## config.mk

```make
export PLATFORM = sky130hd
export DESIGN_NAME = wb_write_sequencer
export DESIGN_NICKNAME = d
export VERILOG_FILES = /design/src/rtl/wb_write_sequencer.sv
export SDC_FILE = /design/constraint.sdc
export NUM_CORES = 1
export LEC_CHECK = 0
export BUFFER_PORTS_ARGS = -buffer_cell sky130_fd_sc_hd__buf_4
export CAP_MARGIN = 30
export CELL_PAD_IN_SITES_DETAIL_PLACEMENT = 1
export CELL_PAD_IN_SITES_GLOBAL_PLACEMENT = 2
export CORE_ASPECT_RATIO = 1.25
export CORE_MARGIN = 5
export CORE_UTILIZATION = 32
export CTS_CLUSTER_SIZE = 28
export DETAILED_ROUTE_END_ITERATION = 16
export GPL_TIMING_DRIVEN = 0
export HOLD_SLACK_MARGIN = 0.05
export MAX_ROUTING_LAYER = met4
export PLACE_DENSITY_LB_ADDON = 0.2
export SLEW_MARGIN = 20
export SYNTH_ARGS = -nofsm -noshare
export SYNTH_HDL_FRONTEND = slang
export SYNTH_SLANG_ARGS = --single-unit
```

## constraint.sdc

```tcl
create_clock -name clk -period 1.82 [get_ports clk]
set_clock_uncertainty 0.05 [all_clocks]
set_input_delay 0.091 -clock clk [delete_from_list [all_inputs] [get_ports clk]]
set_output_delay 0.091 -clock clk [all_outputs]
set_load 0.01 [all_outputs]
```

## src/rtl/wb_write_sequencer.sv

```systemverilog
// Write-back front end for the Y86-64 SEQ core: serialises a dstE/dstM request
// onto the single register-file write port, E before M, then pulses wb_done.
module wb_write_sequencer #(
  parameter int         DATA_W = 64,
  parameter logic [3:0] RNONE  = 4'hF
) (
  input  logic              clk,
  input  logic              rst,
  input  logic              wb_valid,
  output logic              wb_ready,
  input  logic [3:0]        dstE,
  input  logic [DATA_W-1:0] valE,
  input  logic [3:0]        dstM,
  input  logic [DATA_W-1:0] valM,
  output logic              rf_write,
  output logic [3:0]        rf_dst,
  output logic [DATA_W-1:0] rf_data,
  output logic              wb_done,
  output logic              err
);

  typedef enum logic [1:0] {IDLE, WR_E, WR_M, NOP} state_t;

  typedef struct packed {
    logic [3:0]        dst_e;
    logic [DATA_W-1:0] val_e;
    logic [3:0]        dst_m;
    logic [DATA_W-1:0] val_m;
  } req_t;

  state_t            state_q, state_d;
  req_t              req_q, req_d, req_in;
  logic [DATA_W-1:0] rf_data_q, rf_data_d;
  logic              err_q, err_d;
  logic              accept;

  assign req_in   = '{dst_e: dstE, val_e: valE, dst_m: dstM, val_m: valM};
  assign wb_ready = (state_q == IDLE) && !rst;
  assign accept   = wb_valid && wb_ready;
  assign err      = err_q;

  always_comb begin
    state_d   = state_q;
    req_d     = req_q;
    err_d     = err_q;
    rf_write  = 1'b0;
    rf_dst    = RNONE;
    rf_data   = rf_data_q;
    wb_done   = 1'b0;

    unique case (state_q)
      IDLE: begin
        if (accept) begin
          req_d = req_in;
          // dstE == dstM collapses to the single M write (popq %rsp rule)
          if (dstE != RNONE && dstE != dstM) state_d = WR_E;
          else if (dstM != RNONE)            state_d = WR_M;
          else                               state_d = NOP;
        end
      end
      WR_E: begin
        rf_write = 1'b1;
        rf_dst   = req_q.dst_e;
        rf_data  = req_q.val_e;
        if (req_q.dst_m != RNONE) begin
          state_d = WR_M;
        end else begin
          wb_done = 1'b1;
          state_d = IDLE;
        end
      end
      WR_M: begin
        rf_write = 1'b1;
        rf_dst   = req_q.dst_m;
        rf_data  = req_q.val_m;
        wb_done  = 1'b1;
        state_d  = IDLE;
      end
      NOP: begin
        wb_done = 1'b1;
        state_d = IDLE;
      end
      default: state_d = IDLE;
    endcase

    // producer altered a request it is still holding while we are busy
    if (wb_valid && !wb_ready && (req_in != req_q)) err_d = 1'b1;

    rf_data_d = rf_data;
  end

  always_ff @(posedge clk) begin
    if (rst) begin
      state_q   <= IDLE;
      req_q     <= '{dst_e: RNONE, val_e: '0, dst_m: RNONE, val_m: '0};
      rf_data_q <= '0;
      err_q     <= 1'b0;
    end else begin
      state_q   <= state_d;
      req_q     <= req_d;
      rf_data_q <= rf_data_d;
      err_q     <= err_d;
    end
  end

endmodule
```

; ---- Word-level counts from Yosys, hierarchy flattened
; Index checks and enable logic that the tools add are counted.
[totals]
mem_count = 0
out_inout_bits = 72
romBits = 0
wordCells = 37
regBits = 203
ramBits = 0
latch_bits = 0
[classes]
eq_ne = 9
magnitude_cmp = 0
n_reduce_logical = 11
mux = 10
n_addsub = 0
shift = 0
n_bitwise = 0
div_mod_pow = 0
multipliers = 0
[ops]
columns = cell, n
row1 = inequality test 136 bit, 1
row2 = one-hot mux 64 bit (2 select lines), 1
row3 = "inequality test 4 bit, second input constant", 3
row4 = one-hot mux 4 bit (2 select lines), 1
row5 = 2-to-1 mux 2 bit, 3
row6 = one-hot mux 2 bit (3 select lines), 1
row7 = logical AND 1 bit, 5
row8 = "== test 2 bit, second input constant", 2
row9 = inequality test 4 bit, 1
row10 = OR reduction 2 bit, 2
row11 = 2-to-1 mux 1 bit, 3
row12 = "== test 2 x 1 -> 1 bit, second input constant", 1
row13 = logical NOT 1 bit, 2
row14 = logical NOT 2 bit, 1
row15 = "inequality test 2 bit, second input constant", 1
row16 = one-hot mux 1 bit (2 select lines), 1
row17 = AND reduction 2 bit, 1

; ---- Longest topological paths before layout
; Gate-level depths: netlist of the first run.
[depth]
depth_word = 5
depth_mapped = 9
depth_no_buf = 8

; ---- Worst setup path after synthesis of the first run
; OpenSTA, ideal clock, no wires.
[synth_path]
path_type = reg2reg
startpoint = register state_q[0]
endpoint = register rf_data_q[45]
path_slack_ns = 0.031
setup_time_ns = 0.066
arrival_time_ns = 1.673
path_buffers = 3
stages_incl_launch_ff = 9
cell_sequence = dfxtp_1 > inv_1 > ha_1 > buf_2 > buf_2 > buf_2 > nor2_1 > a21oi_1 > nor2b_1
[synth_via]
elab_chain_cells = 2
elab_cells_between_ends = 3
classes_between = eq/ne: 2 / mux: 1
[synth_lines]
columns = element, line_no
row1 = start: declaration, 31  ; state_t state_q, state_d;
row2 = start signal: assignment, 99  ; state_q <= state_d;
row3 = == test 2 bit / == test 2 x 1 -> 1 bit (equally long branches), 51  ; unique case (state_q)
row4 = one-hot mux 64 bit (2 select lines) *, 51
row5 = via rf_data[45], 17  ; output logic [DATA_W-1:0] rf_data,
row6 = end signal: assignment, 101  ; rf_data_q <= rf_data_d;
row7 = end: declaration, 33  ; logic [DATA_W-1:0] rf_data_q, rf_data_d;
; The timed path passes the listed nets; every way through them passes the cells marked *.
; A chain may end at the register's enable or synchronous reset.

; ---- Final worst setup path of the first run
[layout_path]
startpoint = register state_q[0]
endpoint = output port rf_data[61]
[layout_via]
elab_chain_cells = 2
elab_cells_between_ends = 3
classes_between = eq/ne: 2 / mux: 1
[layout_lines]
columns = element, line_no
row1 = == test 2 bit / == test 2 x 1 -> 1 bit (equally long branches), 51
row2 = one-hot mux 64 bit (2 select lines) *, 51
row3 = end: declaration, 17
; Every way passes the cells marked *; elsewhere a longest branch is shown, timed or not.

==> results of run 1 <==
==> critical path, delay by kind of cell (launching register included) <==
| family | cells | cell delay, ns |
|---|---|---|
| compound gates | 2 | 0.31 |
| fa+ha+maj | 1 | 0.22 |
| buf+inv | 5 | 0.65 |
| flops | 1 | 0.35 |
==> area by class of cell <==
class                           instances  area share
Clock inverter                          3     0.00261
Multi-Input combinational cell        862       0.388
Antenna cell                            1    0.000163
Sequential cell                       203       0.266
Tap cell                              401      0.0327
Clock buffer                           38      0.0479
Inverter                               20     0.00506
Buffer                                 81      0.0471
Timing Repair Buffer                  366       0.211
==> routing by layer <==
layer | vias up | routed length [um] | share of wire | GRT usage
met1 | 4980 | 19000 | 0.42 | 0.327
li1 | 4728 | - | - | -
met3 | 50 | 2000 | 0.044 | 0.0240
met5 | - | 0 | 0 | -
met2 | 260 | 23500 | 0.52 | 0.475
met4 | 0 | 1030 | 0.023 | 0.0582
==> report_power, final <==
part	switching [W]	internal (W)
Clock	0.00196	0.00288
Sequential	0.000403	0.00494
Combinational	0.00240	0.00216
Total	0.00477	0.00998
==> state kept, by name, summed over array words and instances (netlist names) <==
register / count
err: 1
state_q: 2
rf_data_q: 64
req_q: 136
==> timing repair <==
action / CTS / global route
hold buffers: 138 / 0
gates cloned: 2 / 3
setup buffers: 8 / 5
hold endpoints to repair: 138 / 0
setup endpoints to repair: 271 / 203
gates resized for setup: 230 / 84
pin swaps: 31 / 47
==> cell usage in the layout (no fill, tap or decap), types with 3 or more instances in the layout <==
| cell type | Yosys | layout |
|---|---|---|
| buf_12 | 0 | 11 |
| dfxtp_2 | 0 | 3 |
| a22oi_1 | 68 | 5 |
| a221oi_1 | 4 | 4 |
| dfxtp_1 | 203 | 199 |
| nor2_1 | 66 | 56 |
| o22ai_1 | 4 | 4 |
| buf_6 | 0 | 13 |
| nand3b_1 | 117 | 117 |
| buf_2 | 26 | 13 |
| nor2_4 | 0 | 3 |
| clkbuf_16 | 0 | 28 |
| clkbuf_8 | 0 | 10 |
| o31ai_1 | 12 | 12 |
| buf_8 | 0 | 8 |
| nor2b_1 | 64 | 64 |
| clkbuf_1 | 36 | 29 |
| a21oi_4 | 0 | 12 |
| a22oi_2 | 0 | 63 |
| buf_4 | 12 | 224 |
| nor4_1 | 26 | 20 |
| xor2_1 | 94 | 94 |
| dlygate4sd3_1 | 0 | 138 |
| nor2_2 | 1 | 8 |
| nand4_1 | 15 | 15 |
| nor4_2 | 0 | 5 |
| clkbuf_4 | 0 | 9 |
| xnor2_1 | 30 | 22 |
| inv_1 | 20 | 18 |
| a21oi_2 | 0 | 51 |
| nand2_1 | 260 | 260 |
| o21ai_0 | 13 | 13 |
| o2bb2ai_1 | 4 | 4 |
| xnor2_2 | 0 | 6 |
==> per-stage QoR <==
step | util | power [W] | std cells | worst slack [ns] | area, um^2
floorplan | - | 0.00703 | 1168 | 0.0306 | 9620
global placement | 0.391 | 0.00878 | 1779 | -0.676 | 11700
detailed placement | 0.391 | 0.00883 | 1780 | -0.651 | 11700
CTS | 0.498 | 0.0146 | 1969 | -0.358 | 14900
global route | 0.512 | 0.0154 | 1975 | -0.395 | 15300
finish | 0.512 | 0.0147 | 1975 | -0.380 | 15300
==> worst paths after layout <==
kind | start | end | slack (ns) | cells after the start
setup / recovery | state_q[0] | rf_data[61] | -0.38 | 8
hold / removal | rst | state_q[1] | 0.15 | 3
setup reg to reg | state_q[0] | rf_data_q[61] | -0.01 | 9
hold reg to reg | req_q[42] | req_q[42] | 0.45 | 2
==> cell families after synthesis <==
| family | after synthesis | share of synthesized area |
|---|---|---|
| flip-flops | 203 | 0.422 |
| buffers and inverters | 103 | 0.0482 |
| XOR/XNOR | 124 | 0.113 |
| AND/OR/NAND/NOR | 556 | 0.292 |
| AO/OA/AOI/OAI | 178 | 0.120 |
| adder cells (fa/ha/maj) | 4 | 0.00520 |
==> impl_metrics.yaml, run 1 <==
final_layout:
  drive_gt1_frac: 0.308
  regArea_um2: 4070
  area_growth_pct: 59.3
  nFillCells: 3437
  final_nets: 1701
  multi_input_area_um2: 5960
drt:
  dr.first_iter.drc_count: 589
  drc: 0
  first_pass_iters: 5
  ant_nets: 0
  drt-total-wl_mm: 45.5
  wire_per_inst_um: 23.0
  vias: 10018
  vias_per_cell: 5.07
yosys:
  synth.distinct_cells: 35
  synth_commonest_cells: "260 x nand2_1, 203 x dfxtp_1, 117 x nand3b_1"
  synth_edf_count: 0
  synth.yosys.warnings: 0
  ys_ff_latch: 203
  synth_nets: 1311
  ys_seq_area_frac: 0.422
  syn-cell-area_um2: 9620
  syn_avg_cell_area_um2: 8.24
  async_reset_ff_frac: 0
  synth.top_cell.area_share: 0.422
  yosys.area.top_type: "dfxtp_1"
  synth-main-ff-cell: "dfxtp_1"
  synthCells: 1168
  synthTopCellsByArea: "dfxtp_1 42%, nand2_1 10%, nand3b_1 9.1%"
  post-synth-top-count-cell: "nand2_1"
global_routing:
  grt_pass1_vias: 10654
  grt_use_total: 0.267
  grt_max_degree: 13
  grt_pass1_wl_mm: 65.8
  grt-ovfl-total: 0
  grt_antenna_before_repair: 1
setup_path:
  cp_slowest_cell: "dfxtp_2"
  worstSetupStartpointType: "flop"
  slowest_delay_ns: 0.35
  cp_data_required_time_ns: 1.68
  path_max_fanout: 7
  path_cells: "inv_4 -> buf_4 -> ha_4 -> buf_12 -> buf_4 -> a22oi_2 -> a21oi_2 -> buf_4"
  critical_path_arrival_ns: 2.06
  critical_path_class: "reg2out"
  crit_path_end_kind: "output pin"
  cp_common_cell: "buf_4"
power_and_ir_drop:
  leakage_nw: 6.47
  ir_worst_vdd_uv: 517
  powerDensity_nw_per_um2: 962
die:
  die-width_um: 165
  rows: 71
  core_um2: 29900
  start_util: 0.321
  die_h_um: 204
  die_area_um2: 33700
  boundaryPins: 211
clock_network:
  htree_levels: 1
  clk_pin_slew_ns: 0.07
  cts_buffers: 24
  root_buffer: "clkbuf_16"
  clock_latency_ns: 0.52
  cts_tree: "done"
  cts_max_path_buffers: 3
  cts_sinks: 203
sta:
  tightestPinTransition_ns: 0.723
  tns_ns: -20.58
  timing.final.ws_setup_ns: -0.380
  fmax_mhz: 455
  rsz0062_at_grt: "true"
  holdWs_ns: 0.145
  slew_headroom: 0.518
  maxSlewViolCount: 0
  period_needed_ns: 2.20
  final-setup-viol-count: 70
  hold_viol: 0
  min_period_over_period: 1.21
worst_hold_path:
  hold_class: "in2reg"
outcome:
  violations: "negative setup slack"
  status: "finished, violations left"
job:
  cap_violations: 0
placed_design:
  port_buffers: 210
  dp_hpwl_mm: 32.7
  gp_congestion: 0.922
No activity file was read; power rests on OpenSTA's default activity.
==> inputs of run 2 (changes only) <==
--- a/config.mk
+++ b/config.mk
@@ -5,13 +5,14 @@
 export SDC_FILE = /design/constraint.sdc
 export NUM_CORES = 1
 export LEC_CHECK = 0
+export ABC_AREA = 1
 export BUFFER_PORTS_ARGS = -buffer_cell sky130_fd_sc_hd__buf_4
 export CAP_MARGIN = 30
 export CELL_PAD_IN_SITES_DETAIL_PLACEMENT = 1
 export CELL_PAD_IN_SITES_GLOBAL_PLACEMENT = 2
 export CORE_ASPECT_RATIO = 1.25
 export CORE_MARGIN = 5
-export CORE_UTILIZATION = 32
+export CORE_UTILIZATION = 30
 export CTS_CLUSTER_SIZE = 28
 export DETAILED_ROUTE_END_ITERATION = 16
 export GPL_TIMING_DRIVEN = 0
==> impl_metrics.yaml, run 2 <==
sta:
  rsz0062_at_grt: "true"
  final-setup-viol-count: 74
  maxSlewViolCount: 0
  holdWs_ns: 0.0759
  tightestPinTransition_ns: 0.938
  fmax_mhz: 467
  tns_ns: -18.61
  slew_headroom: 0.374
  period_needed_ns: 2.14
  hold_viol: 0
  min_period_over_period: 1.18
  timing.final.ws_setup_ns: -0.320
placed_design:
  dp.cells: 2059
  gp_congestion: 0.848
  port_buffers: 210
  place_ws_ns: -0.644
  dp_hpwl_mm: 31.6
global_routing:
  grt-ovfl-total: 0
  grt_pass1_wl_mm: 66.9
  grt_pass1_vias: 11647
  grt_antenna_before_repair: 1
  grt_use_total: 0.246
  grt_max_degree: 12
drt:
  wire_per_inst_um: 19.8
  first_pass_iters: 4
  dr.first_iter.drc_count: 462
  ant_nets: 0
  vias_per_cell: 4.84
  drt-total-wl_mm: 45.5
  vias: 11125
  drc: 0
setup_path:
  cp_data_required_time_ns: 1.68
  worstSetupStartpointType: "flop"
  path_max_fanout: 10
  critical_path_arrival_ns: 2.00
  crit_path_end_kind: "output pin"
  critical_path_class: "reg2out"
clock_network:
  htree_levels: 1
  root_buffer: "clkbuf_16"
  cts_max_path_buffers: 3
  cts_tree: "done"
  cts_buffers: 24
  clock_latency_ns: 0.53
  cts_sinks: 203
  clk_pin_slew_ns: 0.06
yosys:
  yosys.area.top_type: "dfxtp_1"
  synth.yosys.warnings: 0
  synth_commonest_cells: "413 x nand2_1, 203 x dfxtp_1, 154 x inv_1"
  ys_seq_area_frac: 0.411
  async_reset_ff_frac: 0
  ys_ff_latch: 203
  synth.distinct_cells: 27
  synthTopCellsByArea: "dfxtp_1 41%, nand2_1 16%, xnor2_1 6.8%"
  synth_nets: 1574
  synthCells: 1431
  synth.top_cell.area_share: 0.411
  syn-cell-area_um2: 9900
  synth_edf_count: 0
  post-synth-top-count-cell: "nand2_1"
  syn_avg_cell_area_um2: 6.92
  synth-main-ff-cell: "dfxtp_1"
die:
  die_h_um: 213
  core_um2: 32700
  start_util: 0.303
  boundaryPins: 211
  rows: 74
  die_area_um2: 36800
  die-width_um: 172
final_layout:
  final_nets: 2009
  nFillCells: 3938
  max_flop_register: "req_q"
  drive_gt1_frac: 0.287
  largest_reg_flops: 136
  reg_top3: "req_q (136), rf_data_q (64), state_q (2)"
  final_cell_mix: "300 x nand2_1, 219 x buf_4, 201 x dfxtp_1, 151 x inv_1, 138 x dlygate4sd3_1"
  final-instance-count-excl-fill: 2300
  area_growth_pct: 63.4
  final_common_cell: "nand2_1"
outcome:
  violations: "negative setup slack"
  status: "finished, violations left"
power_and_ir_drop:
  ir_worst_vdd_uv: 546
  leakage_nw: 7.15
  finalPower_w: 0.0126
  powerDensity_nw_per_um2: 777
worst_hold_path:
  hold_class: "in2reg"
job:
  cap_violations: 0
==> run 2: cell count changes after synthesis, moves of 65 or more <==
cell / previous run / this run
xor2_1: 94 / 24
inv_1: 20 / 154
o21ai_0: 13 / 93
a22oi_1: 68 / 0
nand2_1: 260 / 413
nand3_1: 2 / 75
a21oi_1: 65 / 130
nand3b_1: 117 / 0
==> run 2: where the power goes <==
| group | switching, W | leakage (nW) | total [W] | internal, W |
|---|---|---|---|---|
| combinational | 0.00150 | 5.11 | 0.00278 | 0.00128 |
| clock | 0.00203 | 0.375 | 0.00488 | 0.00285 |
| sequential | 0.000210 | 1.66 | 0.00492 | 0.00471 |
| total | 0.00374 | 7.15 | 0.0126 | 0.00884 |
==> run 2: final timing paths <==
kind	from	end	slack (ns)	depth (start not counted)
max	state_q[1]	rf_data[30]	-0.32	7
min	rst	state_q[1]	0.08	6
max reg2reg	state_q[1]	rf_data_q[33]	-0.26	11
min reg2reg	rf_data_q[50]	rf_data_q[50]	0.42	2
==> run 2: layer usage <==
metal  vias to the layer above  GRT usage  wire, um
met2                       240      0.434     23200
met5                         -          -         0
li1                       5453          -         -
met4                         0     0.0672      1530
met3                        80     0.0243      1840
met1                      5352      0.298     18900
==> run 2: critical path, stage by stage, from the launching register on <==
cell	delay [ns]
dfxtp_4	0.38
inv_4	0.05
ha_4	0.34
buf_12	0.18
clkbuf_16	0.19
nand2_1	0.09
nand2_1	0.09
buf_4	0.12
==> run 2: per-stage QoR <==
| step | util | cell area, um^2 |
|---|---|---|
| 2_1_floorplan | - | 9900 |
| 3_3_place_gp | 0.367 | 12000 |
| 3_5_place_dp | 0.367 | 12000 |
| 4_1_cts | 0.479 | 15600 |
| 5_1_grt | 0.495 | 16200 |
| 6_report | 0.495 | 16200 |
==> run 2: area by class of cell <==
class / count / area, um^2 / area share
Inverter: 157 / 624 / 0.0386
Sequential cell: 203 / 4070 / 0.252
Antenna cell: 1 / 2.50 / 0.000155
Clock buffer: 38 / 724 / 0.0448
Multi-Input combinational cell: 992 / 5710 / 0.353
Clock inverter: 3 / 40.0 / 0.00247
Timing Repair Buffer: 411 / 3730 / 0.230
Tap cell: 418 / 523 / 0.0323
Buffer: 77 / 758 / 0.0469
==> run 2: what timing repair did <==
item / CTS / global route
gates resized for setup: 260 / 157
pin swaps: 33 / 31
endpoints found under the hold margin: 139 / 0
setup buffers: 62 / 10
hold buffers: 138 / 0
endpoints found under the setup margin: 218 / 162
cloned: 6 / 1
==> run 2: cells by family after synthesis <==
| family | Yosys count | share of synthesized area |
|---|---|---|
| simple gates | 581 | 0.236 |
| compound gates | 306 | 0.163 |
| buf+inv | 236 | 0.0962 |
| flops | 203 | 0.411 |
| xor+xnor | 101 | 0.0894 |
| fa+ha+maj | 4 | 0.00506 |
==> inputs of run 3 (changes only) <==
--- a/config.mk
+++ b/config.mk
@@ -10,7 +10,6 @@
 export CAP_MARGIN = 30
 export CELL_PAD_IN_SITES_DETAIL_PLACEMENT = 1
 export CELL_PAD_IN_SITES_GLOBAL_PLACEMENT = 2
-export CORE_ASPECT_RATIO = 1.25
 export CORE_MARGIN = 5
 export CORE_UTILIZATION = 30
 export CTS_CLUSTER_SIZE = 28
==> impl_metrics.yaml, run 3 (same netlist as run 2, synthesis figures left out) <==
die:
  die_area_um2: 36700
  core_um2: 32500
  start_util: 0.304
  boundaryPins: 211
  die_h_um: 192
  rows: 66
  die-width_um: 192
power_and_ir_drop:
  p_int_w: 0.00886
  clkPwrFrac: 0.394
  powerDensity_nw_per_um2: 795
  finalPower_w: 0.0126
  p_comb_frac: 0.214
  pwr-share-seq: 0.392
  leakage_nw: 6.97
  p_switching_w: 0.00370
  sw_frac_of_total: 0.295
  ir_worst_vdd_uv: 534
placed_design:
  place_ws_ns: -0.612
  place_area_um2: 12000
  gp_congestion: 0.808
  port_buffers: 210
  dp_hpwl_mm: 32.0
  dp.cells: 2083
clock_network:
  htree_levels: 1
  cts_tree: "done"
  clock_latency_ns: 0.52
  cts_buffers: 26
  cts_max_path_buffers: 3
  root_buffer: "clkbuf_16"
  cts_sinks: 203
  clk_pin_slew_ns: 0.06
final_layout:
  largest_reg_flops: 136
  postLayoutCellArea_um2: 15800
  final_nets: 1988
  nFillCells: 4016
  final_cell_mix: "339 x nand2_1, 217 x buf_4, 201 x dfxtp_1, 150 x inv_1, 139 x dlygate4sd3_1"
  area_growth_pct: 59.5
  drive_gt1_frac: 0.256
  final-instance-count-excl-fill: 2308
  final_common_cell: "nand2_1"
  reg_top3: "req_q (136), rf_data_q (64), state_q (2)"
  max_flop_register: "req_q"
drt:
  vias_per_cell: 4.81
  ant_nets: 0
  drt-total-wl_mm: 45.7
  first_pass_iters: 5
  vias: 11090
  dr.first_iter.drc_count: 407
  drc: 0
  wire_per_inst_um: 19.8
setup_path:
  critical_path_arrival_ns: 1.97
  cp_data_required_time_ns: 1.68
  endpoint: "rf_data[43]"
  r2r-end: "rf_data_q[26]"
  worstSetupStartpointType: "flop"
  path_max_fanout: 10
  rr_worst_depth: 11
  crit_path_end_kind: "output pin"
  r2r_setup_slack_ns: -0.22
  critical_path_class: "reg2out"
  cp-startpoint: "state_q[1]"
  timing.rr.start: "state_q[1]"
sta:
  fmax_mhz: 473
  rsz0062_at_grt: "true"
  timing.final.ws_setup_ns: -0.293
  tightestPinTransition_ns: 0.935
  min_period_over_period: 1.16
  period_needed_ns: 2.11
  holdWs_ns: 0.291
  hold_viol: 0
  final-setup-viol-count: 71
  maxSlewViolCount: 0
  slew_headroom: 0.376
global_routing:
  grt_use_total: 0.249
  grt_antenna_before_repair: 1
  grt_pass1_wl_mm: 68.0
  grt-ovfl-total: 0
  grt_max_degree: 13
  grt_pass1_vias: 11751
outcome:
  violations: "negative setup slack"
  status: "finished, violations left"
job:
  cap_violations: 0
worst_hold_path:
  hold_class: "in2reg"
-- run 3: cell count changes in the layout (fill, tap and decap cells not counted), moves of 3 or more --
| cell | change |
|---|---|
| nand2_1 | +39 |
| nand2_2 | -25 |
| buf_6 | -16 |
| nand2_4 | -15 |
| o22ai_2 | +13 |
| o22ai_1 | -11 |
| clkbuf_1 | +6 |
| a21oi_1 | +4 |
| buf_12 | -4 |
| o21ai_1 | +4 |
| o21ai_4 | -4 |
| clkbuf_4 | -3 |
-- run 3: layer usage --
| layer | part of all wire | global-route usage | vias to the layer above |
|---|---|---|---|
| li1 | - | - | 5425 |
| met1 | 0.45 | 0.315 | 5350 |
| met2 | 0.49 | 0.429 | 246 |
| met3 | 0.033 | 0.0231 | 69 |
| met4 | 0.027 | 0.0644 | 0 |
| met5 | 0 | - | - |
-- run 3: worst min-delay path by stage --
stage / from / to / depth (start not counted) / slack, ns
finish: valE[30] / req_q[98] / 4 / 0.29
global placement: valM[46] / req_q[46] / 3 / 0.25
detailed placement: valM[46] / req_q[46] / 3 / 0.26
CTS: valE[20] / req_q[88] / 4 / 0.26
floorplan: valE[61] / req_q[129] / 2 / 0.15
global route: valM[32] / req_q[32] / 4 / 0.29
-- run 3: final cells by class --
| cell class | instances | area (um^2) | area share |
|---|---|---|---|
| clock buffers | 46 | 797 | 0.0505 |
| diodes | 2 | 5.00 | 0.000317 |
| multi-input cells | 992 | 5520 | 0.350 |
| repair inverters | 1 | 11.3 | 0.000713 |
| inverters | 157 | 622 | 0.0394 |
| repair buffers | 386 | 3460 | 0.219 |
| clock inverters | 1 | 5.00 | 0.000317 |
| flip-flops and latches | 203 | 4070 | 0.258 |
| plain buffers | 78 | 743 | 0.0471 |
| well taps | 442 | 553 | 0.0350 |
-- run 3: power by group through the flow --
stage	registers, W	logic, W	clock network (W)
after floorplan	0.00496	0.00108	0
after global placement	0.00499	0.00195	0
after detailed placement	0.00501	0.00197	0
after CTS	0.00491	0.00258	0.00506
after global routing	0.00495	0.00289	0.00525
final	0.00492	0.00268	0.00495
-- run 3: worst max-delay path, stage by stage (launching register included) --
cell,delay (ns)
dfxtp_4,0.39
inv_4,0.06
ha_4,0.33
buf_12,0.19
buf_8,0.15
nand2_1,0.10
nand2_1,0.09
buf_4,0.12
-- run 3: repair_timing --
action,in CTS,in global routing
hold endpoints to repair,139,0
hold buffers,139,0
cloned,6,1
buffers inserted,27,5
resized for setup,238,99
pin swaps,20,20
setup endpoints to repair,222,154
-- run 3: per-stage QoR --
step	setup TNS, ns	util
detailed placement	-48.38	0.370
floorplan	0	-
finish	-17.60	0.485
global placement	-43.10	0.370
global route	-22.95	0.485
CTS	-18.41	0.474
